File: src/rtl/zjh_arith_pkg.sv
// Shared helpers and types for the zjh pipelined adder family: stage-count
// math, a parameter sanity check and the per-stage control record.
package zjh_arith_pkg;

    function automatic int unsigned calc_stages(input int unsigned width, input int unsigned seg);
        return width / seg;
    endfunction

    function automatic bit params_ok(input int unsigned width, input int unsigned seg);
        return (seg != 0) && (width >= seg) && ((width % seg) == 0);
    endfunction

    // Control half of a stage record; the data half depends on WIDTH and is
    // completed inside the adder that knows its width.
    typedef struct packed {
        logic valid;  // stage holds a live beat
        logic carry;  // carry out of the most recently added segment
        logic c_msb;  // carry into the MSB of that segment (overflow source)
    } stage_ctl_t;

endpackage

File: src/rtl/zjh_seg_adder.sv
// Combinational SEG-bit ripple adder, one per pipeline stage. Besides the
// carry out it exposes the carry into its MSB so the top can form overflow.
module zjh_seg_adder #(
    parameter int unsigned SEG = 4
) (
    input  logic [SEG-1:0] a,
    input  logic [SEG-1:0] b,
    input  logic           ci,
    output logic [SEG-1:0] s,
    output logic           co,
    output logic           c_msb
);

    logic [SEG:0] c;

    always_comb begin
        c[0] = ci;
        for (int i = 0; i < SEG; i++) begin
            s[i]   = a[i] ^ b[i] ^ c[i];
            c[i+1] = (a[i] & b[i]) | (c[i] & (a[i] ^ b[i]));
        end
    end

    assign co    = c[SEG];
    assign c_msb = c[SEG-1];

endmodule

File: src/rtl/zjh_pipe_adder.sv
// Pipelined add/subtract on a valid/ready stream: the carry chain is cut into
// SEG-bit segments with one register stage per segment and per-stage valids.
module zjh_pipe_adder
    import zjh_arith_pkg::*;
#(
    parameter int unsigned WIDTH = 16,
    parameter int unsigned SEG   = 4
) (
    input  logic             clk,
    input  logic             rst_n,
    input  logic             in_valid,
    output logic             in_ready,
    input  logic [WIDTH-1:0] a,
    input  logic [WIDTH-1:0] b,
    input  logic             cin,
    input  logic             sub,
    output logic             out_valid,
    input  logic             out_ready,
    output logic [WIDTH-1:0] sum,
    output logic             cout,
    output logic             ovf,
    output logic             busy
);

    localparam int unsigned STAGES = calc_stages(WIDTH, SEG);

    if (!params_ok(WIDTH, SEG)) begin : g_param_check
        $error("zjh_pipe_adder: WIDTH must be a non-zero multiple of SEG");
    end

    // a_rem/b_rem carry the not-yet-added upper segments forward (skew);
    // psum collects finished lower segments on their way to the output (deskew).
    typedef struct packed {
        stage_ctl_t       ctl;
        logic [WIDTH-1:0] a_rem;
        logic [WIDTH-1:0] b_rem;
        logic [WIDTH-1:0] psum;
    } stage_t;

    stage_t            stage_q [STAGES];
    stage_t            stage_d [STAGES];
    stage_t            src     [STAGES];
    stage_t            src_in;
    logic [STAGES-1:0] vld;
    logic [STAGES-1:0] load;
    logic [SEG-1:0]    seg_s   [STAGES];
    logic [STAGES-1:0] seg_co;
    logic [STAGES-1:0] seg_cm;

    // Subtract is a + ~b + !cin, so stage 0 sees the inverted B and cin ^ sub.
    always_comb begin
        // NOTE: every combinational output gets a default first so no path leaves it unassigned (no latch).
        src_in           = '0;
        src_in.ctl.valid = in_valid;
        src_in.ctl.carry = cin ^ sub;
        src_in.a_rem     = a;
        src_in.b_rem     = sub ? ~b : b;
    end

    for (genvar k = 0; k < STAGES; k++) begin : g_stage
        if (k == 0) begin : g_head
            assign src[k] = src_in;
        end else begin : g_body
            assign src[k] = stage_q[k-1];
        end

        assign vld[k] = stage_q[k].ctl.valid;

        zjh_seg_adder #(.SEG(SEG)) u_seg (
            .a     (src[k].a_rem[k*SEG +: SEG]),
            .b     (src[k].b_rem[k*SEG +: SEG]),
            .ci    (src[k].ctl.carry),
            .s     (seg_s[k]),
            .co    (seg_co[k]),
            .c_msb (seg_cm[k])
        );
    end

    // A stage loads when empty or when its beat is taken downstream this cycle.
    always_comb begin
        load[STAGES-1] = !vld[STAGES-1] || out_ready;
        for (int k = int'(STAGES) - 2; k >= 0; k--) begin
            load[k] = !vld[k] || load[k+1];
        end
    end

    always_comb begin
        for (int k = 0; k < STAGES; k++) begin
            stage_d[k] = stage_q[k];
            if (load[k]) begin
                stage_d[k].ctl.valid = src[k].ctl.valid;
                // Data only moves with a live beat, so a bubble leaves sum untouched.
                if (src[k].ctl.valid) begin
                    stage_d[k].a_rem                 = src[k].a_rem;
                    stage_d[k].b_rem                 = src[k].b_rem;
                    stage_d[k].psum                  = src[k].psum;
                    stage_d[k].psum[k*SEG +: SEG]    = seg_s[k];
                    stage_d[k].ctl.carry             = seg_co[k];
                    stage_d[k].ctl.c_msb             = seg_cm[k];
                end
            end
        end
    end

    // Data fields are reset along with the valids because the last stage
    // drives sum/cout/ovf directly and they must read zero out of reset.
    always_ff @(posedge clk or negedge rst_n) begin
        if (!rst_n) begin
            for (int k = 0; k < STAGES; k++) begin
                // NOTE: registers take non-blocking assignments so every stage samples pre-edge values.
                stage_q[k] <= '0;
            end
        end else begin
            for (int k = 0; k < STAGES; k++) begin
                stage_q[k] <= stage_d[k];
            end
        end
    end

    assign in_ready  = load[0];
    assign busy      = |vld;
    assign out_valid = stage_q[STAGES-1].ctl.valid;
    assign sum       = stage_q[STAGES-1].psum;
    assign cout      = stage_q[STAGES-1].ctl.carry;
    assign ovf       = stage_q[STAGES-1].ctl.carry ^ stage_q[STAGES-1].ctl.c_msb;

endmodule

File: config.mk
export PLATFORM = sky130hd
export DESIGN_NAME = zjh_pipe_adder
export DESIGN_NICKNAME = d
export VERILOG_FILES = /design/src/rtl/zjh_arith_pkg.sv /design/src/rtl/zjh_seg_adder.sv /design/src/rtl/zjh_pipe_adder.sv
export SDC_FILE = /design/constraint.sdc
export NUM_CORES = 1
export LEC_CHECK = 0
export CAP_MARGIN = 20
export CORE_UTILIZATION = 55
export DETAILED_ROUTE_END_ITERATION = 10
export PLACE_DENSITY = 0.9
export SYNTH_ARGS = -nofsm -noshare
export SYNTH_HDL_FRONTEND = slang
export SYNTH_SLANG_ARGS = --single-unit
File: constraint.sdc
create_clock -name clk -period 3.1 [get_ports clk]
set_input_delay 0.93 -clock clk [delete_from_list [all_inputs] [get_ports clk]]
set_output_delay 0.93 -clock clk [all_outputs]
set_load 0.01 [all_outputs]
==> results.cfg <==
[synthesis]
synthAdderAreaFrac_pct = 7.28
muxShareOfSynthArea_pct = 22.6
synth_top_family_by_area = multiplexers
syn_nets = 358
ys_seq_area_share_pct = 55.1
synth-simple-area-share_pct = 1.17
synth_xor_area_share_pct = 3.58
synth_top_area_share_pct = 55.1
syn_avg_cell_area_um2 = 14.5
yosys.area.top_type = dfrtp_1
ys_warn_count = 0
syn-cell-area_um2 = 4400
synth_area_leaders = dfrtp_1 (55%), mux2_2 (17%), fa_1 (7.3%), buf_4 (3.4%), inv_1 (2.9%)
ys_types = 25
synthCells = 304
synth_compound_area_share_pct = 2.25
ys_ff_latch = 97

[route]
drt-wirelength-per-cell_um = 14.9
drc = 0
wl_um = 6830
ant_nets = 0
avgViaCountPerCell = 4.99
dr_total_vias = 2291
drt_iter0_markers = 128
first_pass_iters = 4

[min_path]
min_path_cells = 1
hp-class = reg -> reg

[global_routing]
antenna_found_initial = 0
top_usage_layer = met2
grt_max_degree = 53
gr-total-overflow = 0
grtUsageMet2_pct = 29.2
grtUsageTotal_pct = 18.8
grt_pass1_wl_um = 11900
met1_usage_pct = 25.5
grt_pass1_vias = 2366
use_met3_pct = 5.03

[timing]
fin_ws_ps = 78.3
rsz0062_at_grt = no
maxSlewHeadroom_pct = 60.8
tns_ps = 0
setup_viol = 0
timing.hold.ws_ps = 489
skew_ps = 10.1
period_minus_slack_ps = 3020
slew_violations = 0
fin_crit_sh_pct = 97.5
max_clock_freq_mhz = 331
hold_viol = 0
worst_pin_slew_ps = 588

[floorplan]
io_pins = 59
die_area_um2 = 8360
rows = 32
start_util_pct = 57.0
die_width_um = 91.5
core_region_area_um2 = 7730
die_y_um = 91.5

[outcome]
status = complete, no violations

[finish]
fin_area_um2 = 5170
nFillCells = 516
layout-drive-gt1-share_pct = 28.6
multi_input_area_um2 = 1650
register_area_um2 = 2430
area_delta_synth_final_pct = 17.5
final_util_pct = 66.9
diodes = 0
nNetsFinal = 406
final_cells = 459

[power]
max-vdd-ir-drop_mv = 0.316
power.total_mw = 4.15
pwr_density_cell_nw_per_um2 = 803
power_leakage_nw = 2.31

[clocking]
post-cts-setup-buffer-count = 0
cts-hold-fix-buffers = 0
clkTransAtPathRegs_ps = 80
cts-root-buf = clkbuf_8
cts_buffers = 9
cts_sinks = 97
cts_resized = 3
htreeDepth = 3
clock_path_buffers = 2
clock_latency_ps = 360
cts_tree = built

[placed_design]
placedCellCount = 443
portBuffers = 58
placed_cell_area_um2 = 4980
dp_hpwl_um = 4900
detailedPlace.worstSlack_ps = -533
place_congestion = 0.752

[setup_path]
worstSetupPathType = in -> out
cp-start-kind = primary input
arrival_ps = 2090
max_stage_delay_ps = 410
cp_max_fo = 2
worstPathBufferInverterCount = 2
crit_slowest_cell = clkdlybuf4s50_1
worstPathCellList = clkdlybuf4s50_1, nand2b_1, or2_2, dlygate4sd2_1
critPathRequiredTime_ps = 2170
end_kind = primary output
cp_num_cells = 4
crit_family = buffers and inverters
rr_worst_depth = 7

[run]
drv_cap = 0
routing by layer:
metal  share of wire, %  vias to the layer above
li1                   -                     1073
met2                 49                       46
met3                3.5                        8
met5                  0                        -
met1                 45                     1164
met4                1.7                        0
state kept, by name, summed over array words and instances (netlist names):
signal and cells:
cout 1, out_valid 1, src 78, stage_q 1
sum 16
worst reg2reg max path, delay by kind of cell (launching register included):
kind / cells / cell delay [ps]
adders and majority gates: 4 / 1510
buffers and inverters: 2 / 160
DFF: 1 / 390
muxes: 1 / 260
Yosys cell counts:
cell type,n
o21ai_4,1
buf_12,1
nand2_1,2
mux2i_1,10
o21bai_1,1
o21ai_0,10
dfrtp_1,97
buf_4,20
or2_2,1
fa_1,16
nor2b_1,1
inv_1,34
nand2_2,1
xor2_1,13
buf_6,4
nand3_1,1
nand2b_1,2
buf_2,2
or4_1,1
mux2_1,9
mux2_4,4
xnor2_1,5
a21o_1,1
o21ai_2,2
mux2_2,65
area by class of cell:
class | instances | area share (%)
Tap cell | 102 | 2.47
Inverter | 34 | 2.47
Sequential cell | 97 | 47.0
Clock inverter | 5 | 1.04
Clock buffer | 11 | 2.73
Multi-Input combinational cell | 146 | 31.9
Timing Repair Buffer | 64 | 12.5
path summary, 6_finish.rpt:
kind	from	end	slack, ps
worst min register to register	src[130]$_DFFE_PN0P_	src[79]$_DFFE_PN0P_	490
worst max-delay path	out_ready	in_ready	80
min in group asynchronous	rst_n	src[148]$_DFFE_PN0P_	570
worst max register to register	src[49]$_DFFE_PN0P_	sum[15]$_DFFE_PN0P_	680
worst min-delay path	src[130]$_DFFE_PN0P_	src[79]$_DFFE_PN0P_	490
max in group asynchronous	rst_n	src[104]$_DFFE_PN0P_	1860
cells in the final DEF (no fill, tap or decap), types with 4 or more instances in the layout:
| cell | count |
|---|---|
| clkbuf_8 | 10 |
| mux2i_1 | 10 |
| fa_1 | 13 |
| buf_4 | 5 |
| mux2_2 | 65 |
| mux2_1 | 9 |
| mux2_4 | 4 |
| xnor2_1 | 4 |
| dfrtp_1 | 97 |
| inv_1 | 32 |
| xor2_1 | 13 |
| o21ai_0 | 10 |
| clkdlybuf4s50_1 | 54 |
logic make-up (layout without fill, tap and decap cells):
family | Yosys count | in the layout
mux | 88 | 88
compound gates | 15 | 15
simple gates | 9 | 9
buf+inv | 61 | 114
flops | 97 | 97
fa+ha+maj | 16 | 16
xor+xnor | 18 | 18
power by group:
part	switching (mW)	internal (mW)	total (mW)
registers	0.269	1.73	2.00
clock network	0.414	0.394	0.808
logic	0.552	0.795	1.35
total	1.23	2.92	4.15
Note: power is estimated with default switching activity, not from simulation.
